--- src/rtl/mc_datapath_pkg.sv ---
// Shared types and constants for the multicycle datapath: FSM states,
// decoder control-word field positions, immediate and ALU operation codes.
package mc_datapath_pkg;

  typedef enum logic [2:0] {
    S_FETCH  = 3'd0,
    S_DECODE = 3'd1,
    S_EXEC   = 3'd2,
    S_MEM    = 3'd3,
    S_WB     = 3'd4
  } state_e;

  localparam int CTL_PCSRC     = 12;
  localparam int CTL_MEMTOREG  = 11;
  localparam int CTL_MEMWRITE  = 10;
  localparam int CTL_ALU_HI    = 9;
  localparam int CTL_ALU_LO    = 6;
  localparam int CTL_ALUSRC    = 5;
  localparam int CTL_IMM_HI    = 4;
  localparam int CTL_IMM_LO    = 3;
  localparam int CTL_REGWRITE  = 2;
  localparam int CTL_REGSRC_HI = 1;
  localparam int CTL_REGSRC_LO = 0;

  localparam logic [1:0] IMM_ZX8  = 2'b00;
  localparam logic [1:0] IMM_ZX12 = 2'b01;
  localparam logic [1:0] IMM_BR24 = 2'b10;
  localparam logic [1:0] IMM_NONE = 2'b11;

  localparam logic [3:0] ALU_ADD = 4'h0;
  localparam logic [3:0] ALU_SUB = 4'h1;
  localparam logic [3:0] ALU_AND = 4'h2;
  localparam logic [3:0] ALU_ORR = 4'h3;
  localparam logic [3:0] ALU_EOR = 4'h4;
  localparam logic [3:0] ALU_MOV = 4'h5;

  localparam logic [3:0] R15 = 4'd15;

endpackage

--- src/rtl/mc_regfile.sv ---
// Architectural register file: two async read ports, one sync write port.
// Index 15 is not stored; it reads as PC+8 (modulo 2^PC_W), zero-extended.
module mc_regfile
  import mc_datapath_pkg::*;
#(
  parameter int DATA_W = 32,
  parameter int PC_W   = 13,
  parameter int NREGS  = 15
) (
  input  logic              clk,
  input  logic              rst,
  input  logic [3:0]        ra1_i,
  input  logic [3:0]        ra2_i,
  output logic [DATA_W-1:0] rd1_o,
  output logic [DATA_W-1:0] rd2_o,
  input  logic              we_i,
  input  logic [3:0]        wa_i,
  input  logic [DATA_W-1:0] wd_i,
  input  logic [PC_W-1:0]   pc_i
);

  logic [DATA_W-1:0] regs_q [NREGS];
  logic [PC_W-1:0]   pc_plus8;

  assign pc_plus8 = pc_i + PC_W'(8);

  always_ff @(posedge clk or posedge rst) begin
    if (rst) begin
      for (int i = 0; i < NREGS; i++) regs_q[i] <= '0;
    end else if (we_i && (wa_i != R15) && (int'(wa_i) < NREGS)) begin
      regs_q[wa_i] <= wd_i;
    end
  end

  always_comb begin
    rd1_o = '0;
    if (ra1_i == R15)               rd1_o = DATA_W'(pc_plus8);
    else if (int'(ra1_i) < NREGS)   rd1_o = regs_q[ra1_i];
  end

  always_comb begin
    rd2_o = '0;
    if (ra2_i == R15)               rd2_o = DATA_W'(pc_plus8);
    else if (int'(ra2_i) < NREGS)   rd2_o = regs_q[ra2_i];
  end

endmodule

--- src/rtl/mc_datapath.sv ---
// Multicycle datapath: FETCH -> DECODE -> EXEC -> (MEM) -> WB over handshaked
// instruction and data ports; control word comes from an external decoder.
module mc_datapath
  import mc_datapath_pkg::*;
#(
  parameter int DATA_W   = 32,
  parameter int PC_W     = 13,
  parameter int NREGS    = 15,
  parameter int RESET_PC = 0
) (
  input  logic              clk,
  input  logic              rst,
  input  logic [12:0]       Control,
  output logic [19:0]       InstrControl,
  output logic [3:0]        ALUFlags,
  output logic              imem_req,
  output logic [PC_W-1:0]   imem_addr,
  input  logic [31:0]       imem_rdata,
  input  logic              imem_ready,
  output logic              dmem_req,
  output logic              dmem_we,
  output logic [DATA_W-1:0] dmem_addr,
  output logic [DATA_W-1:0] dmem_wdata,
  input  logic [DATA_W-1:0] dmem_rdata,
  input  logic              dmem_ready,
  output logic              instr_done
);

  localparam int MSB = DATA_W - 1;

  state_e            state_q;
  logic [PC_W-1:0]   pc_q;
  logic [31:0]       ir_q;
  logic [DATA_W-1:0] a_q, b_q, aluout_q, mdr_q;
  logic [3:0]        flags_q;

  logic              pcsrc, memtoreg, memwrite, alusrc, regwrite;
  logic [3:0]        alu_op;
  logic [1:0]        immsrc, regsrc;
  logic [3:0]        ra1, ra2;
  logic [DATA_W-1:0] rd1, rd2, ext_imm, src_b, result;
  logic [DATA_W-1:0] alu_res, br_imm;
  logic [DATA_W:0]   sum;
  logic              alu_c, alu_v;
  logic [PC_W-1:0]   pc_plus4;

  assign pcsrc    = Control[CTL_PCSRC];
  assign memtoreg = Control[CTL_MEMTOREG];
  assign memwrite = Control[CTL_MEMWRITE];
  assign alu_op   = Control[CTL_ALU_HI:CTL_ALU_LO];
  assign alusrc   = Control[CTL_ALUSRC];
  assign immsrc   = Control[CTL_IMM_HI:CTL_IMM_LO];
  assign regwrite = Control[CTL_REGWRITE];
  assign regsrc   = Control[CTL_REGSRC_HI:CTL_REGSRC_LO];

  assign ra1 = regsrc[0] ? R15 : ir_q[19:16];
  assign ra2 = regsrc[1] ? ir_q[15:12] : ir_q[3:0];

  mc_regfile #(
    .DATA_W (DATA_W),
    .PC_W   (PC_W),
    .NREGS  (NREGS)
  ) u_rf (
    .clk   (clk),
    .rst   (rst),
    .ra1_i (ra1),
    .ra2_i (ra2),
    .rd1_o (rd1),
    .rd2_o (rd2),
    .we_i  ((state_q == S_WB) && regwrite),
    .wa_i  (ir_q[15:12]),
    .wd_i  (result),
    .pc_i  (pc_q)
  );

  assign br_imm = {{(DATA_W-24){ir_q[23]}}, ir_q[23:0]};

  always_comb begin
    ext_imm = '0;
    case (immsrc)
      IMM_ZX8:  ext_imm = DATA_W'(ir_q[7:0]);
      IMM_ZX12: ext_imm = DATA_W'(ir_q[11:0]);
      IMM_BR24: ext_imm = br_imm << 2;
      default:  ext_imm = '0;
    endcase
  end

  assign src_b = alusrc ? ext_imm : b_q;

  // Unrecognised ALU codes fall back to ADD.
  always_comb begin
    sum     = '0;
    alu_res = '0;
    alu_c   = 1'b0;
    alu_v   = 1'b0;
    case (alu_op)
      ALU_SUB: begin
        sum     = {1'b0, a_q} + {1'b0, ~src_b} + (DATA_W+1)'(1);
        alu_res = sum[MSB:0];
        alu_c   = sum[DATA_W];
        alu_v   = (a_q[MSB] != src_b[MSB]) && (alu_res[MSB] != a_q[MSB]);
      end
      ALU_AND: alu_res = a_q & src_b;
      ALU_ORR: alu_res = a_q | src_b;
      ALU_EOR: alu_res = a_q ^ src_b;
      ALU_MOV: alu_res = src_b;
      default: begin
        sum     = {1'b0, a_q} + {1'b0, src_b};
        alu_res = sum[MSB:0];
        alu_c   = sum[DATA_W];
        alu_v   = (a_q[MSB] == src_b[MSB]) && (alu_res[MSB] != a_q[MSB]);
      end
    endcase
  end

  assign result   = memtoreg ? mdr_q : aluout_q;
  assign pc_plus4 = pc_q + PC_W'(4);

  always_ff @(posedge clk or posedge rst) begin
    if (rst) begin
      state_q  <= S_FETCH;
      pc_q     <= PC_W'(RESET_PC);
      ir_q     <= '0;
      a_q      <= '0;
      b_q      <= '0;
      aluout_q <= '0;
      mdr_q    <= '0;
      flags_q  <= '0;
    end else begin
      case (state_q)
        S_FETCH: begin
          if (imem_ready) begin
            ir_q    <= imem_rdata;
            state_q <= S_DECODE;
          end
        end
        S_DECODE: begin
          a_q     <= rd1;
          b_q     <= rd2;
          state_q <= S_EXEC;
        end
        S_EXEC: begin
          aluout_q <= alu_res;
          flags_q  <= {alu_res[MSB], (alu_res == '0), alu_c, alu_v};
          state_q  <= (memwrite || memtoreg) ? S_MEM : S_WB;
        end
        S_MEM: begin
          if (dmem_ready) begin
            if (memwrite) begin
              pc_q    <= pc_plus4;
              state_q <= S_FETCH;
            end else begin
              mdr_q   <= dmem_rdata;
              state_q <= S_WB;
            end
          end
        end
        S_WB: begin
          pc_q    <= pcsrc ? result[PC_W-1:0] : pc_plus4;
          state_q <= S_FETCH;
        end
        default: state_q <= S_FETCH;
      endcase
    end
  end

  // Reset parks the FSM in FETCH, so the fetch request is also gated by rst.
  assign imem_req     = (state_q == S_FETCH) && !rst;
  assign imem_addr    = pc_q;
  assign InstrControl = ir_q[31:12];
  assign ALUFlags     = flags_q;
  assign dmem_req     = (state_q == S_MEM);
  assign dmem_we      = (state_q == S_MEM) && memwrite;
  assign dmem_addr    = aluout_q;
  assign dmem_wdata   = b_q;
  assign instr_done   = (state_q == S_WB) ||
                        ((state_q == S_MEM) && dmem_ready && memwrite);

endmodule

--- config.mk ---
export PLATFORM = sky130hd
export DESIGN_NAME = mc_datapath
export DESIGN_NICKNAME = d
export VERILOG_FILES = /design/src/rtl/mc_datapath_pkg.sv /design/src/rtl/mc_regfile.sv /design/src/rtl/mc_datapath.sv
export SDC_FILE = /design/constraint.sdc
export NUM_CORES = 2
export LEC_CHECK = 0
export ABC_AREA = 1
export BUFFER_PORTS_ARGS = -buffer_cell sky130_fd_sc_hd__buf_2
export CORE_MARGIN = 5
export CORE_UTILIZATION = 40
export CTS_CLUSTER_DIAMETER = 120
export DETAILED_ROUTE_END_ITERATION = 10
export PLACE_DENSITY = 0.64
export SYNTH_ARGS = -nofsm -noshare
export SYNTH_HDL_FRONTEND = slang
export SYNTH_SLANG_ARGS = --single-unit
--- constraint.sdc ---
create_clock -name clk -period 66 [get_ports clk]
set_clock_uncertainty 0.2 [all_clocks]
set_input_delay 16.5 -clock clk [delete_from_list [all_inputs] [get_ports clk]]
set_output_delay 16.5 -clock clk [all_outputs]
set_load 0.02 [all_outputs]
# Word level (Yosys, flattened, before mapping)
# Cells that the tools add are included.
[totals] elab_cells=116 mem_bits_ro=0 mem_count=0 mem_bits_rw=0 reg_bits=660 inputBits=81 out_inout_bits=105 latchBits=0
[classes] n_lt_le_gt_ge=7 n_div=0 addsub=5 eq_ne=21 shift=0 muxes=30 n_mul=0 reduce_logical=22 n_bitwise=8
[ops] cell="$bwmux 480" count=1
[ops] cell="$mux 32" count=11
[ops] cell="$bmux 32 s4" count=2
[ops] cell="$pmux 32 s5" count=1
[ops] cell="$demux 32 s4" count=1
[ops] cell="$pmux 32 s3" count=1
[ops] cell="$add 32x32->33" count=2
[ops] cell="$mux 13" count=3
[ops] cell="$add 33x1->33 const B" count=1
[ops] cell="$and 32x32->32" count=1
[ops] cell="$logic_not 32->1" count=1
[ops] cell="$not 32->32" count=1
[ops] cell="$or 32x32->32" count=1
[ops] cell="$xor 32x32->32" count=1
[ops] cell="$pmux 13 s2" count=1
[ops] cell="$ge 5x5->1 const B" count=3
[ops] cell="$not 4->5" count=3
[ops] cell="$add 13x3->13 const B" count=1
[ops] cell="$add 13x4->13 const B" count=1
[ops] cell="$lt 4x4->1 const B" count=3
[ops] cell="$mux 3" count=4
[ops] cell="$pmux 3 s4" count=1
[ops] cell="$logic_and 1x1->1" count=10
[ops] cell="$eq 4x2->1 const B" count=2
[ops] cell="other kinds (25)" count=36

# Logic depth before layout (Yosys ltp)
[depth] ltp_word=9 depth_mapped=26 mapped_depth_nobuf=25

# Hierarchy
# A second synthesis with hierarchy kept.
[hier_totals] cells_unflattened=6205 hier_area_um2=42006.5
[modules_own_cells] mod="mc_regfile" n_inst=1 cells_each=4060 area_per_inst_um2=27360.0
[modules_own_cells] mod="mc_datapath" n_inst=1 cells_each=2145 area_per_inst_um2=14646.5

# Worst setup path before layout
# Ideal clock, no wire load.
[synth_timing] path_kind="input port to output port" startpoint="input Control[10]" endpoint="output instr_done" cell_stages=5 arrival_ns=17.472 setup_slack_ns=31.828 n_path_buf=1 path_cell_list="inv_1 > nor2_1 > a21oi_1 > inv_1 > buf_2"
[synth_between] elab_chain_len=2
[synth_rtl] item="from (decl)" line="mc_datapath.sv:13" text="input logic [12:0] Control,"
[synth_rtl] item="$logic_and 1x1->1" line="mc_datapath.sv:177" text="((state_q == S_MEM) && dmem_ready && memwrite);"
[synth_rtl] item="$logic_or 1x1->1" line="mc_datapath.sv:176" text="assign instr_done = (state_q == S_WB) ||"
[synth_rtl] item="to (decl)" line="mc_datapath.sv:26" text="output logic instr_done"
# No other way between the ends.

# Worst setup path after layout
# Ends and elaborated chain as after synthesis.

==> impl_results.md <==
* Area share of fa/ha/maj cells after synthesis at 0.03062
* Non-filler instance count after layout at 7158
* Area occupied by multi-input gates at 20100 um2
* RSZ-0062 raised after global routing: no
* Share of layout cells above drive strength 1 at 0.09314
* Final WS setup at 31.21 ns
* Worst Setup SP: Control[10]
* Met2 routed WL at 74.56 mm
* Post-synth cell types at 58
* Routed vias/inst at 5.744
* Starting Density at 0.4013
* Post-synthesis mux area share at 0.01498
* Fin crit period at 34.79 ns
* Final hold violation count at 0
* Final setup violating endpoints at 0
* Top Metal Used: met5
* Worst EP arrival at 18.09 ns
* Max stage delay cell, worst path: a21oi_1
* Reg2Reg Setup Slack at 60.36 ns
* Slew Viols, Final at 0
* Metal3 WL at 18.04 mm
* # fillers at 10630
* Routed WL at 166.6 mm
* Total power at 2.179 mW
* Largest net degree at the start of global routing at 136
* Buf/Inv on CP at 4
* Mapped Area at 41350 um2
* Final ANT Viol Nets at 0
* Setup TNS at 0 ns
* Critical path fanouts, max at 13
* H-tree depth at 3
* Syn Area/Cell at 7.152 um2
* Period utilization at 0.5271
* Rel. slew slack at 0.2057
* Worst-Margin Slew at 1.189 ns
* DR DRC count at 0
* Port Buf Inserts at 185
* Drt pass-1 iters at 6
* Global-route usage over all layers at 0.2910
* Post-synthesis cell count at 5782
* Seq/Total Area, Yosys at 0.3988
* Max cap viols at 0
* WHS at 0.3004 ns
* FF+latch area at 16490 um2
* Max Buffers Root-to-Sink at 3
* Largest family of logic cells by synthesized area: compound AO/OA/AOI/OAI gates
* Clock slew at reported path FFs at 0.06 ns
* Highest clock rate at 28.74 MHz
* Total grt overflow at 0
* Top-level I/O count at 186
* CTS buffer count at 76
* Clk sinks at 659
* Most common cell after layout, fill and taps aside: nand2_1
* DIE WIDTH at 331.5 um
* HP Start: u_rf.regs_q[203]
* CP Class: in2out
* Primary FF master, synth: dfrtp_1
* Commonest non-fill, non-tap cells in the layout: 1150 x nand2_1, 1003 x o21ai_0, 764 x inv_1
* Detailed Route Iter0 Violations at 5047
* Hold path cells at 2
* Overall die height at 331.5 um
* Synth Area in Simple Gates at 0.2009
* Leak Pwr at 21.54 nW
* Worst R2R Path Depth at 11
* CTS resizes at 0
* CTS tree: built
* Yosys warns at 0
* Core Rows at 118
* Area Overhead vs Synth at 9.601%
* Initial antenna violation count at 5
* Crit end category: output port
* Critical Path Max Stage Delay at 0.63 ns
* Vias in the first global route at 38420
* First-pass GRT wire length at 247.1 mm
* CP Data Required Time at 49.30 ns
* Number of synthesized register bits at 659
* Post-CTS Setup Bufs at 0
* Final Cell Area at 45320 um2
* Worst path cell trace: buf_2, inv_1, nor2_1, a21oi_1, inv_1, buf_2
* Hold Buf Count CTS at 0
* Post-synth top area share at 0.3988
* Setup crit start kind: input pin
* Top delay family on crit path: buffers and inverters
* Avg WL per Cell at 23.27 um
* PwrDens at 48.07 nW/um2
* Area leader, netlist: dfrtp_1
* CTS root buf: clkbuf_16
* GPL Wtd Cong at 1.006
* HPWL Detailed at 107.2 mm
* Worst VDD drop at 0.00004264 V
* Met1 WL at 65.70 mm
* Post-Synth XOR/XNOR Area at 0.003177
* Synth area leaders: dfrtp_1 40%, o21ai_0 12%, nand2_1 10%
* Clock latency on the worst-skew pair at 0.65 ns
* DP Area at 42880 um2
* Fin util at 0.4398
* Post-synthesis async set-or-reset flop share at 1.000
* Post-synth EDFFs at 0
* Die ar. at 109900 um2
* Status: completed
* Post-layout nets at 5902
* Worst path depth at 6
* Syn Nets at 5963
* Setup WS pre-CTS at 31.27 ns
* Core Area at 103100 um2
* Post-placement cell count at 7023
* Hold Crit Class: reg2reg
* DR vias at 41110
* Synth Area in Compound Gates at 0.2327
* Worst r2r src: ir_q[16]
==> layout make-up <==
class	count	share of cell area
well taps	1380	0.03810
clock inverters	16	0.004141
diodes	2	0.0001104
inverters	793	0.06595
flip-flops and latches	659	0.3639
repair buffers	270	0.03479
multi-input cells	3921	0.4434
clock buffers	117	0.04961
==> sequential cells by signal (all words and copies together), names as in the netlist <==
| signal | flops |
|---|---|
| mdr_q | 32 |
| u_rf.regs_q | 480 |
| ALUFlags | 3 |
| imem_addr | 13 |
| ir_q | 32 |
| state_q | 3 |
| a_q | 32 |
| dmem_addr | 32 |
| dmem_wdata | 32 |
==> routing by layer <==
| layer | global-route usage | up-vias |
|---|---|---|
| met1 | 0.3830 | 19440 |
| met3 | 0.06890 | 449 |
| met5 | 0 | - |
| li1 | - | 18900 |
| met2 | 0.4598 | 2325 |
| met4 | 0.1264 | 2 |
==> cells by family (layout without fill, tap and decap cells) <==
logic type	Yosys count	after routing
muxes	55	55
adders and majority gates	100	100
DFF	659	659
AOI/OAI and AO/OA	1762	1762
other	0	2
buffers and inverters	1202	1196
xor gates and xnor gates	15	15
and+or+nand+nor	1989	1989
==> path summary, 6_finish.rpt <==
kind                               endpoint
min in group asynchronous          ir_q[30]
min reg2reg                u_rf.regs_q[203]
max in group asynchronous  u_rf.regs_q[248]
max                              instr_done
max reg2reg                          a_q[3]
min                        u_rf.regs_q[203]
==> power breakdown <==
part	internal, mW	switching, mW
sequential	0.517	0.0895
combinational	0.313	0.835
clock	0.246	0.178
==> tightest hold or removal path: cells and delay by family, from the launching register on <==
kind | cells | cell delay [ns]
AND/OR/NAND/NOR | 1 | 0.05
AO/OA/AOI/OAI | 1 | 0.06
flip-flops | 1 | 0.35
==> synth_stat cells (all sizes together), types with 2 or more instances <==
cell / number
a211oi: 3
a21oi: 448
a221oi: 45
a22o: 2
a22oi: 4
a31oi: 15
a32o: 9
and2: 2
buf: 195
clkbuf: 214
dfrtp: 659
fa: 2
ha: 98
inv: 792
mux2: 55
nand2: 1160
nand3: 300
nand3b: 3
nand4: 36
nor2: 413
nor3: 60
o2111ai: 14
o211ai: 89
o21a: 10
o21ai: 1032
o21bai: 15
o221ai: 11
o22ai: 42
o311ai: 12
o31ai: 2
o32ai: 8
or2: 11
xor2: 14
Note: power is estimated with default switching activity, not from simulation.
